## src/rtl/fetch_queue.sv

```systemverilog
// Instruction fetch stage: sequential word fetch from a one-cycle imem into a
// small PC-tagged prefetch queue, drained to decode over valid/ready.
module fetch_queue #(
  parameter int unsigned DEPTH    = 4,
  parameter logic [31:0] RESET_PC = 32'h0000_0000
) (
  input  logic        clk,
  input  logic        reset,
  input  logic        redirect,
  input  logic [31:0] redirect_pc,
  output logic        imem_req,
  output logic [31:0] imem_addr,
  input  logic [31:0] imem_data,
  output logic        out_valid,
  output logic [31:0] out_instr,
  output logic [31:0] out_pc,
  input  logic        out_ready
);

  localparam int unsigned PTR_W = (DEPTH > 1) ? $clog2(DEPTH) : 1;
  localparam int unsigned CNT_W = PTR_W + 1;
  localparam int unsigned SUM_W = CNT_W + 1;

  typedef struct packed {
    logic [31:0] pc;
    logic [31:0] instr;
  } entry_t;

  entry_t             q_mem [DEPTH];
  logic [31:0]        fetch_pc;
  logic [31:0]        inflight_pc;
  logic [PTR_W-1:0]   head;
  logic [PTR_W-1:0]   tail;
  logic [CNT_W-1:0]   count;
  logic               inflight;

  logic               has_room;
  logic               empty;
  logic               push;
  logic               pop;

  // Requests only consider queued plus in-flight words, so out_ready never reaches imem_req.
  always_comb begin
    has_room  = (SUM_W'(count) + SUM_W'(inflight)) < SUM_W'(DEPTH);
    empty     = (count == '0);
    imem_req  = reset & ~redirect & has_room;
    imem_addr = fetch_pc;
    out_valid = ~empty & ~redirect;
    out_pc    = empty ? 32'h0 : q_mem[head].pc;
    out_instr = empty ? 32'h0 : q_mem[head].instr;
    push      = inflight & ~redirect;
    pop       = out_valid & out_ready;
  end

  always_ff @(posedge clk) begin
    if (!reset) begin
      fetch_pc    <= RESET_PC;
      inflight_pc <= RESET_PC;
      head        <= '0;
      tail        <= '0;
      count       <= '0;
      inflight    <= 1'b0;
    end else if (redirect) begin
      // Flush: any response landing this cycle is dropped with the queue.
      fetch_pc <= redirect_pc & 32'hFFFF_FFFC;
      head     <= '0;
      tail     <= '0;
      count    <= '0;
      inflight <= 1'b0;
    end else begin
      inflight <= imem_req;
      if (imem_req) begin
        fetch_pc    <= fetch_pc + 32'd4;
        inflight_pc <= fetch_pc;
      end
      if (push) tail <= tail + PTR_W'(1);
      if (pop)  head <= head + PTR_W'(1);
      if (push && !pop)      count <= count + CNT_W'(1);
      else if (pop && !push) count <= count - CNT_W'(1);
    end
  end

  // Payload storage needs no reset; count gates every read.
  always_ff @(posedge clk) begin
    if (reset && push) q_mem[tail] <= '{pc: inflight_pc, instr: imem_data};
  end

endmodule

```

## config.mk

```make
export PLATFORM = sky130hd
export DESIGN_NAME = fetch_queue
export DESIGN_NICKNAME = d
export VERILOG_FILES = /design/src/rtl/fetch_queue.sv
export SDC_FILE = /design/constraint.sdc
export NUM_CORES = 1
export LEC_CHECK = 0
export ABC_AREA = 1
export BUFFER_PORTS_ARGS = -buffer_cell sky130_fd_sc_hd__buf_2
export CORE_MARGIN = 2
export CORE_UTILIZATION = 50
export DETAILED_ROUTE_END_ITERATION = 8
export GPL_TIMING_DRIVEN = 1
export PLACE_DENSITY = 0.78
export SLEW_MARGIN = 20
export SYNTH_ARGS = -nofsm -noshare
export SYNTH_HDL_FRONTEND = slang
export SYNTH_SLANG_ARGS = --single-unit
```

## constraint.sdc

```tcl
create_clock -name clk -period 5.57 [get_ports clk]
set_input_delay 0.8355 -clock clk [delete_from_list [all_inputs] [get_ports clk]]
set_output_delay 0.8355 -clock clk [all_outputs]
set_load 0.01 [all_outputs]
```

==> impl_results.md <==
- Status: completed
- Peak VDD IR: 0.265 mV
- Post-CTS Hold Fix Bufs: 0
- Main synth FF type: edfxtp_1
- DRC viols: 0
- Initial antenna violation count: 1
- Crit path buffers/inverters: 4
- ANT nets after route: 0
- Period utilization: 66.8%
- Clk slew on worst S/H paths: 0.06 ns
- Top delay family on crit path: buffers and inverters
- Mapped Cells: 1301
- Pwr dens: 324 nW/um2
- EDFF count, synth: 248
- Crit. End Element: output pin
- Die Height: 167 um
- R2R depth: 11
- Post_cts resized: 0
- TritonCTS clock tree: yes
- Root buf cell: clkbuf_16
- Hold path start: head[1]
- Post-DR vias/cell: ~5.4
- HPWL after DPL: roughly 18000 um
- Initial core utilization: about half
- Synth async-reset ratio: 0%
- Vias in the first global route: between 9k and 10k
- FMAX: between 200 and 300 MHz
- # setup viols final: 0
- Routed via count: just under 10k
- CTS sink cnt: 318
- Post-CTS Setup Bufs: 0
- Post-placement cell count: 1738
- First-pass DRT Iterations: 6
- Max Transition Viols Final: 0
- Distinct cell type count after synthesis: 35
- Crit path cell chain: buf_2, clkinv_2, nand2_2, nor2_2, nand2_2, inv_2, buf_2
- Die area: around 28000 um2
- Die width: 167 um
- Post-synth top area cell: edfxtp_1
- P_leak: around 5.8 nW
- Reg-to-reg slack, setup: ~2.9 ns
- Average cell area after synthesis: 10.2 um2
- WL per Instance: around 17 um
- Global route overflow: 0
- CP Class: input pin to output pin
- Final setup TNS: 0 ns
- Final hold violations: 0
- Worst-margin pin slew: 0.863 ns
- Final nets: approximately 1.5k
- Area delta synth->final: 15.2%
- Critical path launch point type: input pin
- Post-route non-filler standard cell count: 1793
- Crit path time final: 3.72 ns
- Clock Skews: 0.0135 ns
- Max stage delay on crit path: 0.60 ns
- CTS Buf Count: 31
- CP max stage cell: nand2_2
- Min-Delay Path Class: flip-flop to flip-flop
- Synth area leaders: edfxtp_1 (56%), dfxtp_1 (11%), nor2_1 (9.6%)
- Gr usage total: 21.2%
- Post-synth top area share: 56.3%
- Number of core rows: 59
- Hold Path Depth: 2
- Layout cell share with drive strength beyond 1: 16.5%
- Max transition margin: 42.5%
- Final wirelength: slightly above 30000 um
- Synth Cell Area: 13200 um2
- Critical R2R Launch: count[2]
- Critical path data arrival time: approximately 2.9 ns
- Yosys warning count: 0
- Worst R2R End: count[2]
- Clock insertion delay at the later pin of the skew report: about 0.56 ns
- Max cap viols: 0
- Largest net degree at the start of global routing: 113
- Htree depth: 1
- Worst Path Max Fanout: ~40
- Final GP Congestion: 0.951
- Worst path depth: 7
- First-iteration detailed-routing DRC count: 1154
- Worst EP required: 4.73 ns
- PortBufs: 159
- Global-route wire length before repair: 47700 um
- Sequential cell area fraction in the yosys report: 66.9%
- Synthesis-stage register bit count: ~320
- RSZ-0062 raised after global routing: false
- I/O pin count: 166
- CTS Buffer Depth: 3
- Core area: 26000 um2
[metrics by stage]
step / power (mW) / hold WS, ns / setup slack, ns / area (um2) / utilization [%]
finish: 4.94 / 0.470 / 1.85 / 15200 / 58.6
detailed placement: 2.96 / 0.456 / 1.78 / 14200 / 54.8
global route: 5.09 / 0.469 / 1.70 / 15200 / 58.6
floorplan: 2.84 / 0.436 / 1.05 / 13200 / -
global placement: 2.95 / 0.438 / 1.82 / 14200 / 54.8
CTS: 4.97 / 0.463 / 1.87 / 15200 / 58.6
[power by group]
group	total (mW)	internal, mW	switching, mW
sequential	2.64	2.60	0.0461
combinational	0.267	0.0909	0.176
clock	2.03	1.18	0.845
[flip-flops by register name, summed over array words and instances, names as in the netlist, named ones only]
register,flops
q_mem,248
imem_addr,30
inflight_pc,30
count,3
head,2
tail,2
inflight,1
[tightest hold or removal path, cell delays in order (launching register included)]
cell and delay [ns]:
dfxtp_1 0.30, inv_1 0.06, a21oi_1 0.07
[area by class of cell]
class | count | area [um2]
Clock inverter | 16 | 161
Clock buffer | 38 | 822
Fill cell | 2123 | 10800
Multi-Input combinational cell | 838 | 3790
Antenna cell | 1 | 2.50
Tap cell | 335 | 419
Sequential cell | 318 | 8850
Timing Repair Buffer | 172 | 897
Inverter | 75 | 284
[cells by family (layout without fill, tap and decap cells)]
kind of cell | Yosys count | after routing | synth area share (%)
AND/OR/NAND/NOR | 553 | 553 | 16.7
flip-flops | 318 | 318 | 66.9
AO/OA/AOI/OAI | 271 | 271 | 10.6
buffers and inverters | 148 | 301 | 4.76
adder cells (fa/ha/maj) | 7 | 7 | 0.719
XOR/XNOR | 3 | 3 | 0.199
other | 1 | 5 | 0.0284
[cells in the final DEF (no fill, tap or decap), types with 4 or more instances in the layout]
| cell type | count |
|---|---|
| a31oi_1 | 5 |
| a211oi_1 | 8 |
| nand3_1 | 57 |
| clkinv_1 | 6 |
| nor2_4 | 4 |
| nand2_2 | 5 |
| clkbuf_16 | 31 |
| ha_1 | 6 |
| inv_1 | 71 |
| clkinv_2 | 6 |
| a21oi_1 | 95 |
| clkbuf_1 | 5 |
| dfxtp_1 | 68 |
| nand2_1 | 131 |
| nor2_2 | 6 |
| nor3_1 | 9 |
| nor2_1 | 333 |
| buf_4 | 12 |
| buf_2 | 159 |
| edfxtp_1 | 248 |
| o21ai_0 | 157 |
| conb_1 | 4 |
[metal layers]
layer  global-route usage (%)  part of all wire [%]
met2                     35.2                    48
met1                     29.2                    43
met3                     3.16                   7.3
met5                        0                     0
met4                     6.41                   1.8
[worst max path at each step]
stage,start,endpoint,slack [ns]
floorplan,redirect,q_mem[0][0],1.05
global placement,redirect,imem_addr[6],1.82
detailed placement,redirect,imem_addr[7],1.78
CTS,redirect,imem_req,1.87
global route,redirect,imem_req,1.70
finish,redirect,imem_req,1.85
[synthesized netlist by cell type (2+ instances only)]
cell / instances
a211oi_1: 8
a21oi_1: 95
a21oi_2: 2
a31oi_1: 5
buf_1: 2
buf_2: 16
buf_4: 6
buf_6: 4
clkbuf_1: 45
dfxtp_1: 70
edfxtp_1: 248
ha_1: 6
inv_1: 71
inv_2: 3
nand2_1: 131
nand2_2: 5
nand3_1: 57
nand4_1: 3
nor2_1: 337
nor2_2: 6
nor3_1: 9
o21ai_0: 157
xor2_1: 3
Power figures use the tool's default switching activity.
